File: src/rtl/imem_pkg.sv
// -----------------------------------------------------------------------------
// imem_pkg
// Shared types and constants for the instruction fetch slice.
//   ADDR_W        : instruction memory word-address width
//   INSTR_W       : instruction width
//   fetch_entry_t : one prefetch buffer entry {pc, instr}
//   fetch_state_e : fetch sequencer states
// -----------------------------------------------------------------------------
package imem_pkg;

   localparam int ADDR_W  = 5;
   localparam int INSTR_W = 16;

   typedef struct packed {
      logic [ADDR_W-1:0]  pc;
      logic [INSTR_W-1:0] instr;
   } fetch_entry_t;

   typedef enum logic [1:0] {
      IDLE = 2'd0,
      RUN  = 2'd1,
      HALT = 2'd2
   } fetch_state_e;

endpackage

File: src/rtl/imem_fetch_ctrl_fetch_buf.sv
// -----------------------------------------------------------------------------
// fetch_buf
// Synchronous FIFO of fetch_entry_t with flush. Flush wins over push and pop.
// Ports:
//   clk, rst_n   : clock, async active-low reset
//   push         : enqueue push_entry (ignored when full unless popping)
//   push_entry   : entry to enqueue
//   pop          : dequeue head (ignored when empty)
//   flush        : drop all contents, pointers back to zero
//   full, empty  : occupancy flags
//   count        : number of valid entries (0..DEPTH)
//   head         : oldest entry, read straight from storage
// -----------------------------------------------------------------------------
module fetch_buf
   import imem_pkg::*;
#(
   parameter int DEPTH = 2
) (
   input  logic                   clk,
   input  logic                   rst_n,
   input  logic                   push,
   input  fetch_entry_t           push_entry,
   input  logic                   pop,
   input  logic                   flush,
   output logic                   full,
   output logic                   empty,
   output logic [$clog2(DEPTH):0] count,
   output fetch_entry_t           head
);

   localparam int PTR_W = $clog2(DEPTH);
   localparam int CNT_W = PTR_W + 1;

   fetch_entry_t     mem [DEPTH];
   logic [PTR_W-1:0] rd_ptr;
   logic [PTR_W-1:0] wr_ptr;
   logic [CNT_W-1:0] cnt;
   logic             do_push;
   logic             do_pop;

   assign full    = (cnt == CNT_W'(DEPTH));
   assign empty   = (cnt == '0);
   assign count   = cnt;
   assign head    = mem[rd_ptr];
   assign do_pop  = pop & ~empty;
   // A full buffer still accepts a push when the head leaves the same cycle.
   assign do_push = push & (~full | do_pop);

   // NOTE: storage is reset because head feeds decode-visible outputs, which
   // must read as zero out of reset; this is cheap at this depth.
   always_ff @(posedge clk or negedge rst_n) begin
      if (!rst_n) begin
         rd_ptr <= '0;
         wr_ptr <= '0;
         cnt    <= '0;
         for (int i = 0; i < DEPTH; i++) begin
            mem[i] <= '0;
         end
      end else if (flush) begin
         rd_ptr <= '0;
         wr_ptr <= '0;
         cnt    <= '0;
      end else begin
         // NOTE: non-blocking assignments so every register samples the
         // pre-edge values, independent of statement order.
         if (do_push) begin
            mem[wr_ptr] <= push_entry;
            wr_ptr      <= wr_ptr + 1'b1;
         end
         if (do_pop) begin
            rd_ptr <= rd_ptr + 1'b1;
         end
         cnt <= cnt + CNT_W'(do_push) - CNT_W'(do_pop);
      end
   end

endmodule

File: src/rtl/imem_fetch_ctrl.sv
// -----------------------------------------------------------------------------
// imem_fetch_ctrl
// Instruction fetch sequencer in front of a combinational-read instruction
// memory. Owns the fetch PC, prefetches into a small buffer and hands
// {pc, instr} to decode over valid/ready. Redirects flush and re-steer.
//
// Optional feature: define IMEM_FETCH_HALT_DETECT_EN to stop fetching after a
// HALT_OPCODE word is pushed (halted=1 until the next redirect). Without it
// HALT is unreachable and halted is tied 0.
//
// Ports:
//   clk, rst_n      : clock, async active-low reset
//   en              : fetch enable (0 pauses fetch, buffer kept and drains)
//   imem_addr       : memory word address (the fetch_pc register)
//   imem_instr      : memory read data for imem_addr, same cycle
//   redirect_valid  : one-cycle flush + re-steer request
//   redirect_pc     : new fetch PC
//   out_valid/ready : decode handshake
//   out_instr/out_pc: head instruction and its fetch address
//   halted          : fetch stopped on halt opcode
// -----------------------------------------------------------------------------
module imem_fetch_ctrl
   import imem_pkg::*;
#(
   parameter int                 DEPTH       = 2,
   parameter logic [ADDR_W-1:0]  RESET_PC    = '0,
   parameter logic [INSTR_W-1:0] HALT_OPCODE = 16'hFFFF
) (
   input  logic               clk,
   input  logic               rst_n,
   input  logic               en,
   output logic [ADDR_W-1:0]  imem_addr,
   input  logic [INSTR_W-1:0] imem_instr,
   input  logic               redirect_valid,
   input  logic [ADDR_W-1:0]  redirect_pc,
   output logic               out_valid,
   input  logic               out_ready,
   output logic [INSTR_W-1:0] out_instr,
   output logic [ADDR_W-1:0]  out_pc,
   output logic               halted
);

   fetch_state_e          state_q;
   fetch_state_e          state_d;
   logic [ADDR_W-1:0]     fetch_pc_q;
   logic [ADDR_W-1:0]     fetch_pc_d;
   fetch_entry_t          last_head_q;
   fetch_entry_t          head;
   fetch_entry_t          push_entry;
   logic                  buf_full;
   logic                  buf_empty;
   logic [$clog2(DEPTH):0] buf_count_unused;
   logic                  push;
   logic                  pop;
   logic                  is_halt_word;

`ifdef IMEM_FETCH_HALT_DETECT_EN
   assign is_halt_word = (imem_instr == HALT_OPCODE);
   assign halted       = (state_q == HALT);
`else
   logic halt_opcode_unused;
   assign halt_opcode_unused = ^HALT_OPCODE;
   assign is_halt_word       = 1'b0;
   assign halted             = 1'b0;
`endif

   assign imem_addr  = fetch_pc_q;
   assign out_valid  = ~buf_empty;
   assign pop        = out_valid & out_ready;
   assign push       = (state_q == RUN) & en & (~buf_full | pop);
   assign push_entry = '{pc: fetch_pc_q, instr: imem_instr};

   // When empty, the outputs keep showing the last head seen rather than
   // whatever stale word sits in the next storage slot.
   assign out_instr = buf_empty ? last_head_q.instr : head.instr;
   assign out_pc    = buf_empty ? last_head_q.pc    : head.pc;

   fetch_buf #(
      .DEPTH (DEPTH)
   ) u_fetch_buf (
      .clk        (clk),
      .rst_n      (rst_n),
      .push       (push),
      .push_entry (push_entry),
      .pop        (pop),
      .flush      (redirect_valid),
      .full       (buf_full),
      .empty      (buf_empty),
      .count      (buf_count_unused),
      .head       (head)
   );

   // NOTE: every output of this block gets a default first, so no path
   // through the case/if tree can leave a value unassigned and infer a latch.
   always_comb begin
      state_d    = state_q;
      fetch_pc_d = fetch_pc_q;

      if (redirect_valid) begin
         // Redirect beats push, pop and halt in the same cycle.
         fetch_pc_d = redirect_pc;
         state_d    = en ? RUN : IDLE;
      end else begin
         // A halt word is enqueued but the PC stays on its address.
         if (push && !is_halt_word) begin
            fetch_pc_d = fetch_pc_q + 1'b1;
         end
         case (state_q)
            IDLE: if (en) state_d = RUN;
            RUN: begin
               if (!en)                       state_d = IDLE;
               else if (push && is_halt_word) state_d = HALT;
            end
            HALT: if (!en) state_d = IDLE;
            default: state_d = IDLE;
         endcase
      end
   end

   always_ff @(posedge clk or negedge rst_n) begin
      if (!rst_n) begin
         state_q     <= IDLE;
         fetch_pc_q  <= RESET_PC;
         last_head_q <= '0;
      end else begin
         state_q    <= state_d;
         fetch_pc_q <= fetch_pc_d;
         if (!buf_empty) begin
            last_head_q <= head;
         end
      end
   end

endmodule

File: config.mk
export PLATFORM = sky130hd
export DESIGN_NAME = imem_fetch_ctrl
export DESIGN_NICKNAME = d
export VERILOG_FILES = /design/src/rtl/imem_pkg.sv /design/src/rtl/imem_fetch_ctrl_fetch_buf.sv /design/src/rtl/imem_fetch_ctrl.sv
export SDC_FILE = /design/constraint.sdc
export NUM_CORES = 1
export LEC_CHECK = 0
export ABC_AREA = 1
export CAP_MARGIN = 20
export CORE_MARGIN = 5
export CORE_UTILIZATION = 30
export CTS_CLUSTER_SIZE = 14
export DETAILED_ROUTE_END_ITERATION = 16
export DONT_BUFFER_PORTS = 1
export PLACE_DENSITY_LB_ADDON = 0.05
export SYNTH_ARGS = -nofsm -noshare
export SYNTH_HDL_FRONTEND = slang
export SYNTH_SLANG_ARGS = --single-unit
File: constraint.sdc
create_clock -name clk -period 2.6 [get_ports clk]
set_input_delay 0.26 -clock clk [delete_from_list [all_inputs] [get_ports clk]]
set_output_delay 0.26 -clock clk [all_outputs]
set_load 0.005 [all_outputs]
==> reports/results.tsv <==
metric	value	unit
max cap viols	0	
Skew-Pair Late Insertion Delay	0.35	ns
hold path start	imem_instr[15]	
syn_nets	407	
global-route wire length before repair	14300	µm
status	finished, final reports clean	
Synth area leader	dfrtp_1	
end of the worst hold path	u_fetch_buf.mem[36]	
P_leak	0.00175	µW
Initial Util	30.7	%
vias in the first global route	2567	
r2r setup slk	0.78	ns
worst hold margin	0.0370	ns
Inst Count DP	499	
Critical Path RT	2.34	ns
input/output buffers	0	
Yosys cell types	27	
Metal-1 WL	4000	µm
H-tree levels	3	
Total GRT Usage	14.4	%
final RePlAce weighted congestion	0.728	
Worst R2R Start	u_fetch_buf.count[1]	
DRT iter0 DRCs	147	
Routed WL	8700	µm
setup TNS	0	ns
post-layout minimum cycle time	2.13	ns
WHS Path Cells	2	
Setup Skew	0.00951	ns
final period utilization	81.9	%
Detail Placement HPWL	5190	µm
Peak VDD IR	0.308	mV
ant diodes	0	
Die Area	13300	µm²
HP Class	in2reg	
RSZ-0062 raised after global routing	false	
DRT Pass-1 Iters	5	
die height	115	µm
placed inst area	3350	µm²
cell area after synthesis	3320	µm²
Least-Margin Pin Slew	0.760	ns
final setup violating endpoints	0	
P&R area growth vs syn	7.64	%
CTS tree	built	
worst-path maximum fanout	24	
Final Non-Filler Cells	519	
clock buffer depth	2	
initial antenna violation count	0	
Seq/Total Area, Yosys	55.0	%
Root Buffer	clkbuf_8	
Fillers	1175	
largest net degree at the start of global routing	74	
Critical path origin	u_fetch_buf.count[1]	
Hold Violations, Final	0	
# nets final	403	
clock sink count	73	
die width	115	µm
num ports	54	
PwrDens	1060	nW/µm²
Slew headroom	49.2	%
DR WL met2	3970	µm
share of the synthesized area in the top cell type	55.0	%
Fmax achieved	470	MHz
largest cells by area after synthesis	dfrtp_1 55%, nand2_1 17%, nand3_1 6.8%	
CP Capture Type	output pin	
R2R Path End	u_fetch_buf.count[0]	
Finished Cell Area	3580	µm²
Vias	2430	
total core area	10800	µm²
vias per cell	4.68	
flops & latches, synth	73	
cts bufs inserted	9	
highest routed layer	met4	
Final ANT Viol Nets	0	
share of layout cells above drive strength 1	9.76	%
Avg Synthesized Cell Area	8.79	µm²
Synth warnings	0	
GR Overflow Total	0	
routed wire length per instance	16.8	µm
met3 wire len	637	µm
CP startpoint kind	register	
Site Rows	38	
worst r2r path cells	9	
Final Max Tran Viols	0	
clock transition at the registers of the reported paths	0.08	ns
Setup Crit Path Kind	reg2out	
detailed-route DRC error count	0	
Synth Instances	378	
CP Data Arrival Time	1.87	ns
## cells in the mapped netlist
library cell and number:
nor2_1 25, o21ai_0 5, a31oi_1 21, nand2_4 3
buf_2 8, xor2_1 1, nor2_4 1, dfrtp_1 73
clkbuf_1 3, inv_1 11, buf_6 10, a21oi_1 1
nand3_2 5, nand4_4 1, nand2_1 150, nor2_2 1
nand2_2 1, clkbuf_8 1, conb_1 1, nand4_2 1
clkinv_2 1, nand3_1 45, ha_1 3, inv_2 1
buf_4 2, nand4_1 2, inv_4 1
## sequential cells by signal (all words and copies together) (netlist names)
| signal | cells |
|---|---|
| imem_addr | 5 |
| last_head_q | 21 |
| state_q | 1 |
| u_fetch_buf.mem | 42 |
| u_fetch_buf.count | 2 |
| u_fetch_buf.rd_ptr | 1 |
| u_fetch_buf.wr_ptr | 1 |
## cell families after synthesis
group | after synthesis | share of synthesized area (%)
AND/OR/NAND/NOR | 235 | 31.2
buffers and inverters | 38 | 7.49
AO/OA/AOI/OAI | 27 | 4.86
flip-flops | 73 | 55.0
XOR/XNOR | 1 | 0.264
other | 1 | 0.113
adder cells (fa/ha/maj) | 3 | 1.13
## layout by cell type, fill, tap and decap left out, drive strengths merged
cell,synthesis,layout
dlygate4sd3,0,3
xor2,1,1
a31oi,21,21
nor2,27,27
clkinv,1,4
dfrtp,73,73
buf,20,6
nand3,50,50
clkbuf,4,13
o21ai,5,5
a21oi,1,1
nand4,4,4
conb,1,1
nand2,154,154
ha,3,3
inv,13,13
## how the worst max path moves through the flow
stage | endpoint | cells past startpoint
after global placement | u_fetch_buf.count[0] | 9
after CTS | out_pc[4] | 5
after global routing | out_instr[14] | 5
after detailed placement | u_fetch_buf.count[0] | 9
final | out_pc[4] | 5
after floorplan | u_fetch_buf.count[0] | 9
## critical path, cell delays in order, from the launching register on
cell,delay [ns]
dfrtp_1,0.42
inv_1,0.07
nand2_2,0.36
buf_4,0.33
nor2_1,0.06
a31oi_1,0.26
## report_power, final
group	switching, µW	leakage (µW)	internal (µW)	total [µW]
Sequential	209	0.000866	1560	1770
Combinational	823	0.000795	387	1210
Clock	419	0.0000932	395	814
Total	1450	0.00175	2340	3790
## final cells by class
cell class | instances | area [µm²] | share of cell area (%)
Clock buffer | 13 | 159 | 4.44
Clock inverter | 3 | 15.0 | 0.420
Inverter | 14 | 56.3 | 1.57
Multi-Input combinational cell | 267 | 1250 | 34.9
Sequential cell | 73 | 1830 | 51.1
Tap cell | 140 | 175 | 4.90
Timing Repair Buffer | 9 | 95.1 | 2.66
## routing by layer
metal / up-vias / GRT usage [%]
li1: 1209 / -
met1: 1160 / 18.6
met2: 55 / 22.0
met3: 6 / 6.21
met4: 0 / 4.23
met5: - / 0
## what timing repair did
item / CTS / global route
buffers inserted: 0 / 0
hold endpoints to repair: 75 / 0
resized for setup: 0 / 0
hold buffers: 4 / 0
## stage by stage
step | utilization, % | power, µW | setup WS [ns]
finish | 33.0 | 3790 | 0.471
CTS | 33.0 | 3890 | 0.406
detailed placement | 30.9 | 3010 | 0.774
global placement | 30.9 | 2980 | 0.811
floorplan | - | 2740 | 1.13
global route | 33.0 | 4150 | 0.285
Power figures use the tool's default switching activity.
